**src/rtl/instr_fetch_decode.sv**
```systemverilog
// instr_fetch_decode: RV32I fetch/decode stage, one outstanding imem request, valid/ready bundle register.
// Define ILLEGAL_CHECK_EN to compute ILLEGAL; otherwise it is tied low.
module instr_fetch_decode #(
  parameter logic [31:0] RESET_PC = 32'h0000_0000
) (
  input  logic        clk_i,
  input  logic        rst_n_i,
  output logic        imem_req_o,
  output logic [31:0] imem_addr_o,
  input  logic        imem_rvalid_i,
  input  logic [31:0] imem_rdata_i,
  input  logic        redirect_i,
  input  logic [31:0] redirect_pc_i,
  input  logic        dec_ready_i,
  output logic        dec_valid_o,
  output logic [31:0] pc_o,
  output logic [6:0]  opcode_o,
  output logic [2:0]  funct3_o,
  output logic        funct1_o,
  output logic [4:0]  rs1_o,
  output logic [4:0]  rs2_o,
  output logic [4:0]  rd_o,
  output logic [11:0] imm12_o,
  output logic [19:0] u_imm20_o,
  output logic        illegal_o
);
  typedef enum logic [2:0] {IDLE, FETCH, WAIT, HOLD, DRAIN} state_t;
  state_t      state_q, state_d;
  logic [31:0] fpc_q, fpc_d;
  logic        valid_q, valid_d, load;
  logic [31:0] w;
  logic [11:0] imm12;
  logic [19:0] u_imm20;
  logic        unused_pc_lsb;
  assign w = imem_rdata_i;
  assign unused_pc_lsb = ^redirect_pc_i[1:0];
  assign imem_req_o = state_q == FETCH;
  assign imem_addr_o = fpc_q;
  assign dec_valid_o = valid_q;
  assign imm12 = w[6:0] == 7'b0100011 ? {w[31:25], w[11:7]} :
                 w[6:0] == 7'b1100011 ? {w[31], w[7], w[30:25], w[11:8]} : w[31:20];
  assign u_imm20 = w[6:0] == 7'b1101111 ? {w[31], w[19:12], w[20], w[30:21]} : w[31:12];
  always_comb begin
    state_d = state_q;
    fpc_d = fpc_q;
    valid_d = valid_q;
    load = 1'b0;
    if (redirect_i) begin
      fpc_d = {redirect_pc_i[31:2], 2'b00};
      valid_d = 1'b0;
      // an in-flight response must still be swallowed before the next request
      state_d = ((state_q == WAIT || state_q == DRAIN) && !imem_rvalid_i) ? DRAIN : FETCH;
    end else begin
      case (state_q)
        IDLE:  state_d = FETCH;
        FETCH: state_d = WAIT;
        WAIT: if (imem_rvalid_i) begin
          load = 1'b1;
          valid_d = 1'b1;
          fpc_d = fpc_q + 32'd4;
          state_d = HOLD;
        end
        HOLD: if (dec_ready_i) begin
          valid_d = 1'b0;
          state_d = FETCH;
        end
        DRAIN: state_d = imem_rvalid_i ? FETCH : DRAIN;
        default: state_d = IDLE;
      endcase
    end
  end
  always_ff @(posedge clk_i or negedge rst_n_i) begin
    if (!rst_n_i) begin
      state_q <= IDLE;
      fpc_q <= RESET_PC;
      valid_q <= 1'b0;
    end else begin
      state_q <= state_d;
      fpc_q <= fpc_d;
      valid_q <= valid_d;
    end
  end
  always_ff @(posedge clk_i or negedge rst_n_i) begin
    if (!rst_n_i) begin
      pc_o <= RESET_PC;
      opcode_o <= '0;
      funct3_o <= '0;
      funct1_o <= 1'b0;
      rs1_o <= '0;
      rs2_o <= '0;
      rd_o <= '0;
      imm12_o <= '0;
      u_imm20_o <= '0;
    end else if (load) begin
      pc_o <= fpc_q;
      opcode_o <= w[6:0];
      funct3_o <= w[14:12];
      funct1_o <= w[30];
      rs1_o <= w[19:15];
      rs2_o <= w[24:20];
      rd_o <= w[11:7];
      imm12_o <= imm12;
      u_imm20_o <= u_imm20;
    end
  end
`ifdef ILLEGAL_CHECK_EN
  logic ill, ill_q;
  assign ill = w[1:0] != 2'b11 || !(w[6:0] inside {7'b0110111, 7'b0010111, 7'b1101111, 7'b1100111,
               7'b1100011, 7'b0000011, 7'b0100011, 7'b0010011, 7'b0110011, 7'b0001111, 7'b1110011});
  always_ff @(posedge clk_i or negedge rst_n_i) begin
    if (!rst_n_i) ill_q <= 1'b0;
    else if (load) ill_q <= ill;
  end
  assign illegal_o = ill_q;
`else
  assign illegal_o = 1'b0;
`endif
endmodule

```
**config.mk**
```make
export PLATFORM = sky130hd
export DESIGN_NAME = instr_fetch_decode
export DESIGN_NICKNAME = d
export VERILOG_FILES = /design/src/rtl/instr_fetch_decode.sv
export SDC_FILE = /design/constraint.sdc
export NUM_CORES = 1
export LEC_CHECK = 0
export ABC_CLOCK_PERIOD_IN_PS = 2400
export BUFFER_PORTS_ARGS = -buffer_cell sky130_fd_sc_hd__buf_2
export CORE_MARGIN = 4
export CORE_UTILIZATION = 50
export DETAILED_ROUTE_END_ITERATION = 12
export PLACE_DENSITY = 0.8
export SLEW_MARGIN = 15
export SYNTH_ARGS = -nofsm -noshare
export SYNTH_HDL_FRONTEND = slang
export SYNTH_SLANG_ARGS = --single-unit
export TNS_END_PERCENT = 1
```
**constraint.sdc**
```tcl
create_clock -name clk_i -period 2.4 [get_ports clk_i]
set_input_delay 0.24 -clock clk_i [delete_from_list [all_inputs] [get_ports clk_i]]
set_output_delay 0.24 -clock clk_i [all_outputs]
set_load 0.02 [all_outputs]
```
==> results of run 1 <==
-- registers in the layout (all words and copies together) (netlist names) --
signal	count
rs2_o	5
imm12_o	12
pc_o	30
funct1_o	1
opcode_o	7
rs1_o	5
dec_valid_o	1
u_imm20_o	19
imem_addr_o	30
funct3_o	3
rd_o	5
state_q	3
-- Yosys cell counts, drive strengths merged, types with 2 or more instances --
library cell / count
dfrtp: 121
or4b: 2
a31oi: 14
clkbuf: 32
mux2i: 31
xnor2: 6
mux2: 6
nand2: 225
nor2b: 2
buf: 13
nor4: 6
o21ai: 48
nor3: 3
and3: 6
or4: 16
nand3: 13
o211ai: 2
or3: 6
o31a: 2
nor2: 20
inv: 3
a21oi: 3
nand4: 11
o31ai: 10
xor2: 4
-- repair_timing --
action	4_1_cts	5_1_grt
setup buffers	0	0
hold endpoints to repair	42	0
hold buffers	1	0
-- final cells by class --
class	count	area [µm²]	share of cell area, %
clock buffers	18	429	5.80
clock inverters	14	175	2.37
inverters	4	15.0	0.203
multi-input cells	455	2420	32.7
flip-flops and latches	121	3030	40.9
well taps	140	175	2.37
repair buffers	211	1160	15.7
-- critical path, delay by kind of cell (launching register included) --
kind	cells	cell delay [ps]
AND/OR/NAND/NOR	3	1580
flip-flops	1	380
AO/OA/AOI/OAI	1	180
-- through the flow --
| stage | instance area (µm²) | power (W) |
|---|---|---|
| after global placement | 6790 | 0.00609 |
| after floorplan | 5650 | 0.00498 |
| after detailed placement | 6790 | 0.00622 |
| after CTS | 7400 | 0.00881 |
| after global routing | 7400 | 0.00925 |
| final | 7400 | 0.00875 |
-- power breakdown --
part	internal, W	switching [W]
logic	0.000980	0.00196
registers	0.00278	0.000455
clock network	0.00164	0.000934
total	0.00540	0.00335
-- cells by family (layout without fill, tap and decap cells) --
kind of cell	Yosys count	after routing	synth area share, %
and+or+nand+nor	317	317	24.8
DFF	121	121	53.7
AOI/OAI and AO/OA	85	85	8.93
buffers and inverters	49	247	4.02
muxes	37	37	6.71
xor gates and xnor gates	10	10	1.55
adders and majority gates	1	1	0.222
other	1	5	0.0666
-- per-layer routing --
| layer | share of wire, % | GRT usage [%] |
|---|---|---|
| met1 | 40 | 33.6 |
| met2 | 47 | 41.4 |
| met3 | 9.5 | 6.92 |
| met4 | 2.8 | 10.8 |
| met5 | 0 | 0 |
-- worst max-delay path by stage --
| stage | end | slack (ps) | cells after the start |
|---|---|---|---|
| 6_report | imem_addr_o[25] | 160 | 4 |
| 4_1_cts | imem_addr_o[25] | 180 | 4 |
| 5_1_grt | imem_addr_o[27] | 90 | 4 |
| 2_1_floorplan | imem_addr_o[30] | 180 | 6 |
| 3_5_place_dp | imem_addr_o[25] | 200 | 4 |
| 3_3_place_gp | imem_addr_o[25] | 270 | 4 |
==> metrics.md, run 1 <==
| Metric | Value |
|---|---|
| Worst hold start | imem_rdata_i[31] |
| Final worst-path cycle share | just over 90% |
| Rows | 38 |
| Initial DRC count | 407 |
| Final std cells w/o fill | around 960 |
| Post-Syn Area | ~5600 µm² |
| Worst slew margin | 57.6% |
| Nets | 880 |
| Crit. End Element | flop |
| Layout cells sized above 1 | 30.6% |
| Worst Hold Endpoint | imm12_o[11] |
| Clock Latency Late Sink | between 400 and 500 ps |
| Ys async rst share | 100% |
| Number of primary I/O pins | between 150 and 200 |
| Hold Path Depth | 3 |
| Die Ht | 114 µm |
| Pre-CTS setup slack | 204 ps |
| DR WL/cell | about 17 µm |
| Vias/cell | about 5.5 |
| Worst setup startpoint | state_q[2] |
| Global-route wire length before repair | 26700 µm |
| Antenna cells | 0 |
| Worst R2R Start | state_q[2] |
| TNS Setup | 0 ps |
| CTS H-tree lvls | 4 |
| Crit path cell chain | nand4bb_1 > or4_1 > or4_1 > a31oi_1 |
| Synth top area share | between 50% and 60% |
| Power per cell area | around 1200 nW/µm² |
| Sequential area share after synthesis | between 50% and 60% |
| Worst R2R Setup Slack | roughly 160 ps |
| Number of global-route vias before repair | about 5400 |
| Initial antenna violation count | 0 |
| P_leak | 3.80 nW |
| Slew @ Worst Pin | around 640 ps |
| DR DRC count | 0 |
| GPL Wtd Cong | about 0.86 |
| Die W | about 110 µm |
| Hold slack | between 20 and 25 ps |
| Mean Syn Cell Area | a little over 9 µm² |
| Final Setup Violations | 0 |
| First-pass DRT Iterations | 5 |
| Post-Synthesis Cells | 621 |
| P&R area growth vs syn | 31.3% |
| Main flop type after synthesis | dfrtp_1 |
| WS Path Type | reg -> reg |
| Die area | around 13000 µm² |
| Most common cell after layout, fill and taps aside | nand2_1 |
| Placeable Area | ~11000 µm² |
| Critical path's largest stage delay | between 700 and 800 ps |
| Initial core utilization | approximately 52% |
| Final Hold Viols | 0 |
| VDD IR max | ~0.00063 V |
| Fmax | approximately 450 MHz |
| Area leader, netlist | dfrtp_1 |
| Number of flops mapped to enable cells by yosys | 0 |
| CP Max Fanout | 6 |
| Clock sink total | around 120 |
| Startpoint Class | flop |
| CP required | 2730 ps |
| Fin Clk Skew | roughly 8.6 ps |
| Setup ws final | ~160 ps |
| Root Driver | clkbuf_16 |
| Post-placement cell count | between 900 and 1000 |
| IO Port Bufs | around 190 |
| Routed WL | ~16000 µm |
| CTS buffer count | 17 |
| ANT nets after route | 0 |
| Slowest-stage cell, CP | or4_1 |
| Top post-synthesis cells by area | dfrtp_1 54%, nand2_1 15%, mux2i_1 5.5% |
| Worst path arrival time | around 2600 ps |
| Largest net degree at the start of global routing | 47 |
| RSZ-0062 raised after global routing | false |
| Hold Crit Class | in -> reg |
| Via count | 5319 |
| CTS clk-pin slew, worst paths | around 60 ps |
| Status | finished clean |
| # fillers | just under 900 |
| Worst reg2reg path endpoint | imem_addr_o[25] |
| Max Slew Vio Count | 0 |
| Leading cell types in the layout, fill and taps excluded | 224 x nand2_1, 185 x buf_2, 121 x dfrtp_1 |
| Final core utilization | 67.7% |
| GRT Resource Usage Total | around 26% |
| Crit path top cell by count | or4_1 |
| DP HPWL | around 12000 µm |
| Gr ovfl total | 0 |
| Synthesis Warnings | 0 |
| # resized after CTS | 0 |
| R2R depth | 4 |
| CTS tree | built |
| Max-Cap Viols | 0 |
| Cell variety after synth | between 40 and 50 |
| Final min period | roughly 2200 ps |
| Yosys reg bits | between 100 and 150 |
| CTS max path bufs | 2 |
Power figures use the tool's default switching activity.
==> inputs of run 2 (changes only) <==
--- a/config.mk
+++ b/config.mk
@@ -8,9 +8,10 @@
 export ABC_CLOCK_PERIOD_IN_PS = 2400
 export BUFFER_PORTS_ARGS = -buffer_cell sky130_fd_sc_hd__buf_2
 export CORE_MARGIN = 4
-export CORE_UTILIZATION = 50
+export CORE_UTILIZATION = 52
+export CTS_BUF_LIST = sky130_fd_sc_hd__clkbuf_8
 export DETAILED_ROUTE_END_ITERATION = 12
-export PLACE_DENSITY = 0.8
+export PLACE_DENSITY = 0.82
 export SLEW_MARGIN = 15
 export SYNTH_ARGS = -nofsm -noshare
 export SYNTH_HDL_FRONTEND = slang
==> metrics.md, run 2 (synthesized netlist as in run 1, its figures left out) <==
| Metric | Value |
|---|---|
| DR WL/cell | 16.9 µm (-1.0%) |
| First-pass DRT Iterations | 7 (+2) |
| P_leak | 3.73 nW (-1.9%) |
| Hold Crit Class | in -> reg |
| Antenna cells | 0 (unchanged) |
| Via count | 5431 (+2.1%) |
| ANT nets after route | 0 (unchanged) |
| Worst setup startpoint | state_q[2] |
| Startpoint Class | flop |
| VDD IR max | 0.000678 V (+7.3%) |
| Worst slew margin | 63.8% (+6.2 points) |
| Most common cell after layout, fill and taps aside | nand2_1 |
| Global-route wire length before repair | 26700 µm (+0.18%) |
| # fillers | 812 (-6.8%) |
| Crit path cell chain | nand4bb_1 > buf_4 > or3_1 > or4_1 > a31oi_1 |
| IO Port Bufs | 186 (unchanged) |
| Critical path's largest stage delay | 550 ps (-170 ps) |
| Initial antenna violation count | 0 (unchanged) |
| Die area | 12600 µm² (-3.6%) |
| CTS clk-pin slew, worst paths | 70 ps (about the same) |
| Worst R2R Setup Slack | 100 ps (-60 ps) |
| Leading cell types in the layout, fill and taps excluded | 224 x nand2_1, 185 x buf_2, 121 x dfrtp_1 |
| GRT Resource Usage Total | 26.2% (+0.30 points) |
| Vias/cell | 5.66 (+2.5%) |
| CP required | 2740 ps (about the same) |
| RSZ-0062 raised after global routing | false |
| Nets | 880 (unchanged) |
| Gr ovfl total | 0 (unchanged) |
| Initial DRC count | 450 (+11%) |
| R2R depth | 5 (+1) |
| CTS tree | built |
| Clock sink total | 121 (unchanged) |
| WS Path Type | reg -> reg |
| Die Ht | 112 µm (-1.8%) |
| Root Driver | clkbuf_8 |
| Final worst-path cycle share | 95.8% (+2.6 points) |
| Crit. End Element | flop |
| CP Max Fanout | 9 (+3) |
| Final Hold Viols | 0 (unchanged) |
| Placeable Area | 10400 µm² (-4.7%) |
| Slowest-stage cell, CP | or4_1 |
| Fmax | 435 MHz (-2.7%) |
| GPL Wtd Cong | 0.926 (+7.8%) |
| CTS buffer count | 17 (unchanged) |
| Initial core utilization | 54.1% (+2.6 points) |
| Routed WL | 16200 µm (-1.4%) |
| Power per cell area | 1130 nW/µm² (-4.4%) |
| Rows | 37 (-2.6%) |
| Layout cells sized above 1 | 30.1% (-0.49 points) |
| Die W | 112 µm (-1.8%) |
| Clock Latency Late Sink | 430 ps (+20 ps) |
| Largest net degree at the start of global routing | 56 (+19%) |
| DP HPWL | 11700 µm (-2.5%) |
| Final Setup Violations | 0 (unchanged) |
| Fin Clk Skew | 11.9 ps (+3.32 ps) |
| # Post-CTS Setup Buffers | 0 (unchanged) |
| Number of primary I/O pins | 194 (unchanged) |
| Worst path arrival time | 2640 ps (+70 ps) |
| Number of global-route vias before repair | 5478 (+2.0%) |
| TNS Setup | 0 ps (unchanged) |
| Crit path to | imem_addr_o[30] |
| DR DRC count | 0 (unchanged) |
| Final min period | 2300 ps (+63.1 ps) |
| Max-Cap Viols | 0 (unchanged) |
| Worst reg2reg path endpoint | imem_addr_o[30] |
| Slew @ Worst Pin | 538 ps (-97.7 ps) |
| Worst R2R Start | state_q[2] |
| P&R area growth vs syn | 28.7% |
| CTS H-tree lvls | 4 (unchanged) |
| Status | finished clean |
| Max Slew Vio Count | 0 (unchanged) |
| CTS max path bufs | 2 (unchanged) |
| Tot Pwr | 0.00820 W (-6.3%) |
run 2: cell types whose count changed in the layout (fill, tap and decap cells not counted):
cell           previous run  this run
clkbuf_8                  0        19
clkbuf_16                17         0
dlygate4sd3_1             1         7
buf_4                    22        17
buf_12                    3         2
bufinv_16                 3         4
clkbuf_1                  1         0
clkinv_2                  2         1
clkinv_4                  5         4
clkinvlp_4                3         2
inv_6                     1         2
or4_1                    16        15
or4_4                     0         1
run 2: layout make-up:
| class | instances | area (µm²) | area share [%] |
|---|---|---|---|
| multi-input combinational | 455 | 2420 | 33.4 |
| tap | 136 | 170 | 2.35 |
| sequential | 121 | 3030 | 41.8 |
| clock inverter | 13 | 193 | 2.66 |
| timing repair buffer | 211 | 1160 | 16.0 |
| clock buffer | 19 | 262 | 3.61 |
| inverter | 4 | 15.0 | 0.207 |
run 2: metal layers:
layer | GRT usage, % | share of wire [%] | wire length [µm]
met5 | 0 | 0 | 0
met3 | 6.20 | 8.4 | 1360
met1 | 33.6 | 40 | 6520
met2 | 42.5 | 48 | 7840
met4 | 11.9 | 3.1 | 506
run 2: through the flow:
step                area (µm²)  cells  worst slack, ps  utilization, %  hold WS, ps
detailed placement        6720    920              139            64.5          257
finish                    7250    959              101            69.6         25.3
CTS                       7250    959              113            69.6         1.38
global route              7250    959             33.8            69.6         14.9
global placement          6720    920              257            64.5          240
floorplan                 5650    625              185               -        -55.6
run 2: worst min path at each step:
stage | slack (ps) | start | cells past startpoint | to
2_1_floorplan | -60 | rst_n_i | 0 | dec_valid_o
3_3_place_gp | 240 | rst_n_i | 1 | opcode_o[1]
3_5_place_dp | 260 | rst_n_i | 1 | opcode_o[1]
4_1_cts | 1 | imem_rvalid_i | 2 | state_q[2]
5_1_grt | 10 | redirect_pc_i[3] | 3 | imem_addr_o[3]
6_report | 30 | redirect_pc_i[3] | 3 | imem_addr_o[3]
run 2: report_power, final:
part / switching, W / leakage [nW] / internal [W]
logic: 0.00193 / 2.00 / 0.000976
clock network: 0.000856 / 0.223 / 0.00120
registers: 0.000453 / 1.50 / 0.00278
run 2: timing repair:
| action | CTS | global route |
|---|---|---|
| hold endpoints to repair | 44 | 0 |
| hold buffers | 7 | 0 |
| setup endpoints to repair | 0 | 1 |
| resized for setup | 0 | 1 |
run 2: worst max-delay path: cells and delay by family, from the launching register on:
kind	cells	cell delay (ps)
flip-flops	1	390
AO/OA/AOI/OAI	1	200
AND/OR/NAND/NOR	3	1390
buffers and inverters	1	240
